## src/rtl/bp_io_link_to_lce_tracked.sv

```systemverilog
// ---------------------------------------------------------------------------
// bp_io_link_to_lce_tracked
//
// Registered bridge from the I/O memory-command link to the LCE uncached
// request/command interface. It can have up to max_outstanding_p requests in
// flight. Each accepted I/O command becomes an LCE block request. Its
// {addr, size, wr} metadata is pushed into an in-order tracking FIFO. Each
// LCE uncached completion pops that FIFO and is turned back into an I/O
// response. err_o latches any protocol violation until reset:
//   - a completion arrives with nothing tracked, or
//   - the completion's type or address disagrees with the FIFO head.
//
// Ports
//   clk_i, reset_n_i            clock, asynchronous active-low reset
//   lce_id_i                    source LCE id stamped into requests
//   io_cmd_i/_v_i/_yumi_o       I/O command in (valid/yumi)
//   io_resp_o/_v_o/_ready_i     I/O response out (valid/ready)
//   lce_req_o/_v_o/_ready_i     LCE request out (valid/ready)
//   lce_cmd_i/_v_i/_yumi_o      LCE uncached completion in (valid/yumi)
//   outstanding_o               number of tracked in-flight requests
//   err_o                       sticky protocol-error flag
//
// Message layouts (MSB first)
//   I/O mem msg : msg_type[3:0] | addr | size[2:0] | data
//   LCE request : dst_id | src_id | msg_type[2:0] | non_exclusive | addr |
//                 lru_way_id | lru_dirty | size[2:0] | data
//   LCE command : dst_id | msg_type[3:0] | way_id | addr | data
//
// Home CCE mapping: CCEs are interleaved on 64-byte blocks, so the home CCE
// is addr[7:6] (4 CCEs), zero-extended to the CCE id width.
// ---------------------------------------------------------------------------
module bp_io_link_to_lce_tracked #(
    // 0 selects the inverted-test I/O configuration (64-bit blocks).
    // Any other value selects 512-bit blocks.
    parameter int  bp_params_p       = 0,
    parameter int  max_outstanding_p = 4,

    localparam int paddr_width_p     = 40,
    localparam int lce_id_width_p    = 4,
    localparam int cce_id_width_p    = 4,
    localparam int cce_block_width_p = (bp_params_p == 0) ? 64 : 512,
    localparam int lce_assoc_p       = 8,
    localparam int lg_assoc_lp       = $clog2(lce_assoc_p),
    localparam int cnt_width_lp      = $clog2(max_outstanding_p + 1),

    localparam int cce_mem_msg_width_lp       = 4 + paddr_width_p + 3 + cce_block_width_p,
    localparam int lce_cce_block_req_width_lp = cce_id_width_p + lce_id_width_p + 3 + 1
                                                + paddr_width_p + lg_assoc_lp + 1 + 3
                                                + cce_block_width_p,
    localparam int lce_cmd_width_lp           = lce_id_width_p + 4 + lg_assoc_lp
                                                + paddr_width_p + cce_block_width_p
) (
    input  logic                                  clk_i,
    input  logic                                  reset_n_i,
    input  logic [lce_id_width_p-1:0]             lce_id_i,

    input  logic [cce_mem_msg_width_lp-1:0]       io_cmd_i,
    input  logic                                  io_cmd_v_i,
    output logic                                  io_cmd_yumi_o,

    output logic [cce_mem_msg_width_lp-1:0]       io_resp_o,
    output logic                                  io_resp_v_o,
    input  logic                                  io_resp_ready_i,

    output logic [lce_cce_block_req_width_lp-1:0] lce_req_o,
    output logic                                  lce_req_v_o,
    input  logic                                  lce_req_ready_i,

    input  logic [lce_cmd_width_lp-1:0]           lce_cmd_i,
    input  logic                                  lce_cmd_v_i,
    output logic                                  lce_cmd_yumi_o,

    output logic [cnt_width_lp-1:0]               outstanding_o,
    output logic                                  err_o
);

    // Message type encodings
    localparam logic [3:0] e_cce_mem_uc_rd       = 4'h2;
    localparam logic [3:0] e_cce_mem_uc_wr       = 4'h3;
    localparam logic [2:0] e_lce_req_type_uc_rd  = 3'h2;
    localparam logic [2:0] e_lce_req_type_uc_wr  = 3'h3;
    localparam logic [3:0] e_lce_cmd_uc_st_done  = 4'h8;

    localparam int ptr_width_lp = (max_outstanding_p > 1) ? $clog2(max_outstanding_p) : 1;

    typedef struct packed {
        logic [3:0]                   msg_type;
        logic [paddr_width_p-1:0]     addr;
        logic [2:0]                   size;
        logic [cce_block_width_p-1:0] data;
    } mem_msg_t;

    typedef struct packed {
        logic [cce_id_width_p-1:0]    dst_id;
        logic [lce_id_width_p-1:0]    src_id;
        logic [2:0]                   msg_type;
        logic                         non_exclusive;
        logic [paddr_width_p-1:0]     addr;
        logic [lg_assoc_lp-1:0]       lru_way_id;
        logic                         lru_dirty;
        logic [2:0]                   size;
        logic [cce_block_width_p-1:0] data;
    } lce_req_t;

    typedef struct packed {
        logic [lce_id_width_p-1:0]    dst_id;
        logic [3:0]                   msg_type;
        logic [lg_assoc_lp-1:0]       way_id;
        logic [paddr_width_p-1:0]     addr;
        logic [cce_block_width_p-1:0] data;
    } lce_cmd_t;

    typedef struct packed {
        logic [paddr_width_p-1:0] addr;
        logic [2:0]               size;
        logic                     wr;
    } trk_t;

    function automatic logic [cce_id_width_p-1:0] addr_to_cce_id(input logic [paddr_width_p-1:0] addr);
        return cce_id_width_p'(addr[7:6]);
    endfunction

    mem_msg_t io_cmd;
    lce_cmd_t lce_cmd;
    assign io_cmd  = io_cmd_i;
    assign lce_cmd = lce_cmd_i;

    // State
    lce_req_t                 req_q, req_d;
    logic                     req_v_q, req_v_d;
    mem_msg_t                 resp_q, resp_d;
    logic                     resp_v_q, resp_v_d;
    logic [cnt_width_lp-1:0]  outstanding_q, outstanding_d;
    logic                     err_q, err_d;
    logic [ptr_width_lp-1:0]  wr_ptr_q, wr_ptr_d, rd_ptr_q, rd_ptr_d;
    trk_t                     trk_mem [max_outstanding_p];

    logic io_yumi, cmd_yumi, fifo_empty, pop, cmd_wr;
    trk_t head, push_entry;

    function automatic logic [ptr_width_lp-1:0] ptr_inc(input logic [ptr_width_lp-1:0] p);
        return (p == ptr_width_lp'(max_outstanding_p - 1)) ? '0 : p + ptr_width_lp'(1);
    endfunction

    always_comb begin
        // The credit check uses the registered count only, so a slot freed by a pop
        // in this cycle can only be reused from the next cycle.
        io_yumi    = io_cmd_v_i & (outstanding_q < cnt_width_lp'(max_outstanding_p))
                     & (~req_v_q | lce_req_ready_i);
        cmd_yumi   = lce_cmd_v_i & (~resp_v_q | io_resp_ready_i);
        // The tracking FIFO holds exactly the outstanding requests.
        fifo_empty = (outstanding_q == '0);
        pop        = cmd_yumi & ~fifo_empty;
        head       = trk_mem[rd_ptr_q];
        cmd_wr     = (lce_cmd.msg_type == e_lce_cmd_uc_st_done);

        push_entry.addr = io_cmd.addr;
        push_entry.size = io_cmd.size;
        push_entry.wr   = (io_cmd.msg_type == e_cce_mem_uc_wr);

        // Request register
        req_d = req_q;
        if (io_yumi) begin
            req_d          = '0;
            req_d.msg_type = push_entry.wr ? e_lce_req_type_uc_wr : e_lce_req_type_uc_rd;
            req_d.addr     = io_cmd.addr;
            req_d.size     = io_cmd.size;
            req_d.data     = io_cmd.data;
            req_d.src_id   = lce_id_i;
            req_d.dst_id   = addr_to_cce_id(io_cmd.addr);
        end
        req_v_d = io_yumi | (req_v_q & ~lce_req_ready_i);

        // Response register: metadata always comes from the FIFO head.
        resp_d = resp_q;
        if (pop) begin
            resp_d.msg_type = head.wr ? e_cce_mem_uc_wr : e_cce_mem_uc_rd;
            resp_d.addr     = head.addr;
            resp_d.size     = head.size;
            resp_d.data     = lce_cmd.data;
        end
        resp_v_d = pop | (resp_v_q & ~io_resp_ready_i);

        err_d = err_q
              | (cmd_yumi & fifo_empty)
              | (pop & ((cmd_wr != head.wr) | (lce_cmd.addr != head.addr)));

        outstanding_d = outstanding_q;
        case ({io_yumi, pop})
            2'b10:   outstanding_d = outstanding_q + cnt_width_lp'(1);
            2'b01:   outstanding_d = outstanding_q - cnt_width_lp'(1);
            default: outstanding_d = outstanding_q;
        endcase

        wr_ptr_d = io_yumi ? ptr_inc(wr_ptr_q) : wr_ptr_q;
        rd_ptr_d = pop     ? ptr_inc(rd_ptr_q) : rd_ptr_q;
    end

    // Control state: asynchronous reset discards everything in flight.
    always_ff @(posedge clk_i or negedge reset_n_i) begin
        if (!reset_n_i) begin
            req_v_q       <= 1'b0;
            resp_v_q      <= 1'b0;
            outstanding_q <= '0;
            err_q         <= 1'b0;
            wr_ptr_q      <= '0;
            rd_ptr_q      <= '0;
        end else begin
            req_v_q       <= req_v_d;
            resp_v_q      <= resp_v_d;
            outstanding_q <= outstanding_d;
            err_q         <= err_d;
            wr_ptr_q      <= wr_ptr_d;
            rd_ptr_q      <= rd_ptr_d;
        end
    end

    // Payload registers and tracking storage need no reset.
    // They are qualified by the valid bits and pointers above.
    always_ff @(posedge clk_i) begin
        req_q  <= req_d;
        resp_q <= resp_d;
        if (io_yumi) begin
            trk_mem[wr_ptr_q] <= push_entry;
        end
    end

    // The completion's routing fields carry no information for this bridge.
    logic unused_cmd_fields;
    assign unused_cmd_fields = ^{lce_cmd.dst_id, lce_cmd.way_id};

    assign io_cmd_yumi_o  = io_yumi;
    assign lce_cmd_yumi_o = cmd_yumi;
    assign lce_req_o      = req_q;
    assign lce_req_v_o    = req_v_q;
    assign io_resp_o      = resp_q;
    assign io_resp_v_o    = resp_v_q;
    assign outstanding_o  = outstanding_q;
    assign err_o          = err_q;

endmodule

```

## config.mk

```make
export PLATFORM = sky130hd
export DESIGN_NAME = bp_io_link_to_lce_tracked
export DESIGN_NICKNAME = d
export VERILOG_FILES = /design/src/rtl/bp_io_link_to_lce_tracked.sv
export SDC_FILE = /design/constraint.sdc
export NUM_CORES = 1
export LEC_CHECK = 0
export BUFFER_PORTS_ARGS = -buffer_cell sky130_fd_sc_hd__buf_2
export CORE_ASPECT_RATIO = 0.5
export CORE_MARGIN = 10
export CORE_UTILIZATION = 48
export DETAILED_ROUTE_END_ITERATION = 10
export GPL_ROUTABILITY_DRIVEN = 0
export HOLD_SLACK_MARGIN = 0.15
export PLACE_DENSITY = 0.86
export SLEW_MARGIN = 20
export SYNTH_ARGS = -nofsm -noshare
export SYNTH_HDL_FRONTEND = slang
export SYNTH_SLANG_ARGS = --single-unit
```

## constraint.sdc

```tcl
create_clock -name clk_i -period 19.7 [get_ports clk_i]
set_input_delay 2.955 -clock clk_i [delete_from_list [all_inputs] [get_ports clk_i]]
set_output_delay 2.955 -clock clk_i [all_outputs]
set_load 0.03 [all_outputs]
```

==> results of run 1 <==
[placed cells by master, fill, tap and decap left out, drive strengths merged, types with 5 or more instances in the layout]
master and instances:
ha 6, dfrtp 10, clkinv 11, conb 12, mux4 44, xor2 43
diode 5, and2 5, inv 12, edfxtp 396, nor4 10, buf 467
clkbuf 45
[state kept, by name, summed over array words and instances (netlist names)]
register and cells:
trk_mem 176, wr_ptr_q 2, lce_req_v_o 1, io_resp_v_o 1, err_o 1, rd_ptr_q 2
outstanding_o 3, io_resp_o 108, lce_req_o 112
[per-layer routing]
metal / GRT usage / part of all wire / vias to the layer above
li1: - / - / 3286
met1: 0.202 / 0.35 / 3848
met2: 0.353 / 0.57 / 276
met3: 0.0365 / 0.049 / 73
met4: 0.0687 / 0.030 / 0
met5: 0 / 0 / -
[layout make-up]
| class | count | area [sq um] | share of cell area |
|---|---|---|---|
| sequential | 406 | 12100 | 0.677 |
| timing repair buffer | 467 | 2360 | 0.132 |
| multi-input combinational | 146 | 1780 | 0.0990 |
| clock buffer | 45 | 956 | 0.0533 |
| tap | 391 | 489 | 0.0273 |
| clock inverter | 18 | 156 | 0.00872 |
| inverter | 9 | 36.3 | 0.00202 |
| antenna | 5 | 12.5 | 0.000698 |
[kinds of logic after synthesis]
family,Yosys count,synth area share
compound gates,6,0.00267
xor+xnor,44,0.0274
fa+ha+maj,7,0.00675
buf+inv,33,0.0154
flops,406,0.862
mux,46,0.0722
other cells,2,0.000533
simple gates,31,0.0128
[worst max-delay path: cells and delay by family]
kind / cells / cell delay [ns]
AOI/OAI and AO/OA: 1 / 0.23
and+or+nand+nor: 1 / 0.10
buffers and inverters: 2 / 0.35
[power by group through the flow]
stage | clock [mW] | sequential [mW] | combinational (mW)
6_report | 0.675 | 1.18 | 0.673
5_1_grt | 0.723 | 1.19 | 0.711
4_1_cts | 0.692 | 1.18 | 0.681
3_5_place_dp | 0 | 1.20 | 0.677
3_3_place_gp | 0 | 1.19 | 0.658
2_1_floorplan | 0 | 1.40 | 0.275
[Yosys cell counts]
cell / count / area share
or3_1: 1 / 0.00044
buf_4: 14 / 0.0075
o21ai_0: 3 / 0.0011
nor3_1: 4 / 0.0014
mux2i_1: 1 / 0.00071
xnor2_1: 1 / 0.00062
fa_1: 1 / 0.0014
nand2b_1: 3 / 0.0013
inv_1: 9 / 0.0024
nand3_1: 1 / 0.00036
xor2_1: 43 / 0.027
buf_2: 1 / 0.00036
buf_1: 2 / 0.00053
nor4_1: 10 / 0.0044
conb_1: 2 / 0.00053
a21oi_1: 1 / 0.00036
mux2_2: 1 / 0.00080
and2_1: 5 / 0.0022
nor4b_1: 1 / 0.00062
edfxtp_1: 396 / 0.84
nand2_1: 3 / 0.00080
o32a_1: 1 / 0.00071
ha_1: 6 / 0.0053
buf_12: 1 / 0.0014
buf_6: 3 / 0.0024
mux4_2: 43 / 0.069
nand4_1: 2 / 0.00089
clkbuf_1: 3 / 0.00080
nor2_1: 1 / 0.00027
a21o_1: 1 / 0.00053
dfrtp_1: 10 / 0.018
mux4_1: 1 / 0.0019
[through the flow]
stage                     setup WS, ns  power [mW]
after global placement           13.13        1.85
after detailed placement         13.11        1.87
final                            13.11        2.53
after CTS                        13.11        2.56
after global routing             13.09        2.63
after floorplan                   7.68        1.67
[worst min path at each step]
stage | depth (start not counted) | endpoint | startpoint | slack, ns
2_1_floorplan | 2 | wr_ptr_q[0] | wr_ptr_q[0] | 0.57
3_3_place_gp | 2 | io_resp_v_o | io_resp_v_o | 0.48
3_5_place_dp | 2 | io_resp_v_o | io_resp_v_o | 0.49
4_1_cts | 2 | io_resp_v_o | io_resp_v_o | 0.51
5_1_grt | 2 | io_resp_v_o | io_resp_v_o | 0.54
6_report | 2 | io_resp_v_o | io_resp_v_o | 0.52
==> metrics.txt, run 1 <==
Area Overhead vs Synth=27.3%; crit path time final=6.59 ns; hold_buf cts=0; die width=262 um; pin count of the biggest net entering global routing=75; setup bufs post-CTS=0; Final Max Tran Viols=0; critical-path cell list=buf_2 > nand2b_1 > a21oi_4 > buf_2; internal cell power=between 1.5 and 2 mW; FILL cells=2008; Netlist cell types=32; post-layout instance area=17900 sq um; Final Skew=about 0.019 ns; Worst Hold Class=reg2reg; crit-path max FO=2; Max VDD drop=0.0000825 V; die area=37000 sq um; DR pass1 iterations=5; FF-to-FF Start=outstanding_o[2]; Max Freq=152 MHz; synth warn=0; vias in the first global route=8118; fin crit share=0.335; Placed Cells=1419; CP Data Required Time=16.75 ns; I/O pin cnt=478; maximum root-to-sink buffer count=3; CP most frequent cell=buf_2; Iteration-0 DRC Markers=605; CTS buffer count=36; clock root buffer=clkbuf_16; wire length per cell=24.4 um; DRC viols=0; H-tree depth=2; Worst Reg2Reg Path Length in Cells=9; Initial Util=0.486; Core ar.=29000 sq um; worst skew pair latency=0.53 ns; Syn Inst Count=575; outcome=complete, no violations; worst reg2reg endpoint=outstanding_o[1]; placed cell area=~17000 sq um; hold_ws=0.525 ns; clock slew at reported path FFs=0.06 ns; #FFs+latches synth=406; Leak=6.84 nW; Crit path largest cell delay=0.26 ns; site row count=44; Comb power frac=0.266; WL final=36.3 mm; crit end category=output port; input/output buffers=458; share of cells above drive strength 1=0.521; setup TNS=0 ns; Mapped Area=between 10000 and 15000 sq um; CP Capture Point=io_cmd_yumi_o; switching share of power=0.321; Final Core Density=0.619; # resized after CTS=0; Final Setup Violations=0; vias per cell=5.03; Worst EP arrival=3.64 ns; RSZ-0062 raised after global routing=false; max_cap viols=0; Syn Area/Cell=24.5 sq um; vias=7483; crit path launch type=input pin; CTS Sinks=406; ANT nets after route=0; Sw Pwr=0.811 mW; chip height=roughly 140 um; final hold violation count=0; post-synthesis sequential area ratio=0.862; nets=1309; Critical Path Start=io_cmd_v_i; Power Density=141 nW/um^2; Slowest-stage cell, CP=buf_2; Finished Layout Cells=1487; global-route wire length before repair=around 53 mm; initial antenna violation count=5; Total GRT Usage=0.185; Seq pwr share=0.467; CTS tree=yes; Slew HR=0.378; critical path class=in2out; r2r setup slk=about 16 ns; hpwl dp=25.9 mm; gr ovfl total=0; worst slew pin tran=0.932 ns; Clk pwr share=0.267
(Power assumes the default switching activity.)
==> inputs of run 2 (changes only) <==
CORE_UTILIZATION = 45   (was 48)
PLACE_DENSITY = 0.85   (was 0.86)
clock period = 6 ns   (was 19.7 ns; I/O delays follow)
==> metrics.txt, run 2 (same netlist as run 1, synthesis figures left out) <==
maximum root-to-sink buffer count=3; vias=between 7000 and 8000; Placed Cells=~1500; crit-path max FO=27; CP Data Required Time=6.40 ns; H-tree depth=2; Max Freq=298 MHz; FF-to-FF Start=rd_ptr_q[0]; initial antenna violation count=8; Max VDD drop=0.000224 V; crit end category=flop; CTS Sinks=roughly 410; worst reg2reg endpoint=err_o; critical path class=reg2reg; DR pass1 iterations=5; DRC viols=0; Worst EP arrival=3.76 ns; Core ar.=30600 sq um; CTS buffer count=36; Total GRT Usage=0.179; most common cell after layout, fill and taps aside=buf_2; worst slew pin tran=0.939 ns; Finished Layout Cells=1521; share of cells above drive strength 1=0.522; global-route wire length before repair=53.4 mm; Worst Hold Class=in2async; Power Density=between 400 and 500 nW/um^2; clock root buffer=clkbuf_16; Initial Util=0.461; # resized after CTS=0; setup bufs post-CTS=0; nets=1309; Leak=between 6 and 7 nW; setup TNS=0 ns; chip height=145 um; Final Setup Violations=0; Pwr Total=between 8 and 9 mW; die area=approximately 39000 sq um; clock slew at reported path FFs=around 0.06 ns; fin crit share=0.560; ANT nets after route=0; most frequent cells in the layout=buf_2 (458), edfxtp_1 (396), mux4_2 (43), xor2_1 (43), clkbuf_16 (37); RSZ-0062 raised after global routing=false; r2r setup slk=2.64 ns; gr ovfl total=0; max reg flops=176; I/O pin cnt=478; Slew HR=0.374; post-layout instance area=approximately 18000 sq um; CTS tree=yes; Area Overhead vs Synth=28.0%; hpwl dp=~27 mm; outcome=complete, no violations; max_cap viols=0; Iteration-0 DRC Markers=500; worst skew pair latency=a little over 0.5 ns; pin count of the biggest net entering global routing=69; Worst Reg2Reg Path Length in Cells=6; vias per cell=4.89; crit path time final=3.36 ns; wire length per cell=24.0 um; largest register by flop count=trk_mem; hold_buf cts=0; Final Skew=0.0185 ns; WL final=between 30 and 40 mm; placed cell area=16800 sq um; vias in the first global route=between 8000 and 9000; die width=270 um; crit path launch type=flop; Final Max Tran Viols=0; final hold violation count=0; input/output buffers=458; site row count=45
==> run 2: cell types whose count changed in the layout (fill, tap and decap cells not counted), sizes merged <==
| cell | delta |
|---|---|
| bufinv | +2 |
| diode | +1 |
| clkinv | +1 |
| clkinvlp | -1 |
| inv | -1 |
==> run 2: per-stage QoR <==
stage / util / worst slack, ns / hold WS (ns)
after CTS: 0.589 / 2.49 / 0.222
after detailed placement: 0.551 / 2.54 / 0.499
final: 0.590 / 2.64 / 0.243
after floorplan: - / 0.985 / 0.571
after global routing: 0.590 / 2.34 / 0.225
after global placement: 0.551 / 2.60 / 0.477
==> run 2: layout make-up <==
| type | count | area, sq um |
|---|---|---|
| clock buffer | 45 | 966 |
| clock inverter | 19 | 200 |
| inverter | 9 | 36.3 |
| sequential | 406 | 12100 |
| tap | 423 | 529 |
| fill | 2199 | 12500 |
| timing repair buffer | 467 | 2360 |
| multi-input combinational | 146 | 1780 |
| antenna | 6 | 15.0 |
==> run 2: report_power, final <==
part	switching, mW	internal (mW)	leakage (nW)
combinational	1.43	0.678	2.52
sequential	0.235	3.73	3.78
clock	0.977	1.32	0.572
==> run 2: layer usage <==
| metal | routed length [um] | GRT usage | vias up | part of all wire |
|---|---|---|---|---|
| met5 | 21 | 0 | - | 0.00058 |
| met3 | 1930 | 0.0351 | 97 | 0.053 |
| li1 | - | - | 3290 | - |
| met4 | 1380 | 0.0783 | 4 | 0.038 |
| met2 | 20600 | 0.337 | 309 | 0.57 |
| met1 | 12500 | 0.192 | 3732 | 0.34 |
==> run 2: worst max-delay path by stage <==
stage,end,depth (start not counted),start
floorplan,outstanding_o[2],10,io_resp_ready_i
global placement,err_o,6,rd_ptr_q[0]
detailed placement,err_o,6,rd_ptr_q[0]
CTS,err_o,6,rd_ptr_q[0]
global route,err_o,6,rd_ptr_q[0]
finish,err_o,6,rd_ptr_q[0]
==> run 2: worst max-delay path: stages (launching register included) <==
cell     delay [ns]
dfrtp_2        0.97
buf_4          0.51
mux4_2         0.61
xor2_1         0.16
nor4_1         0.31
nand4_1        0.25
o32a_1         0.41
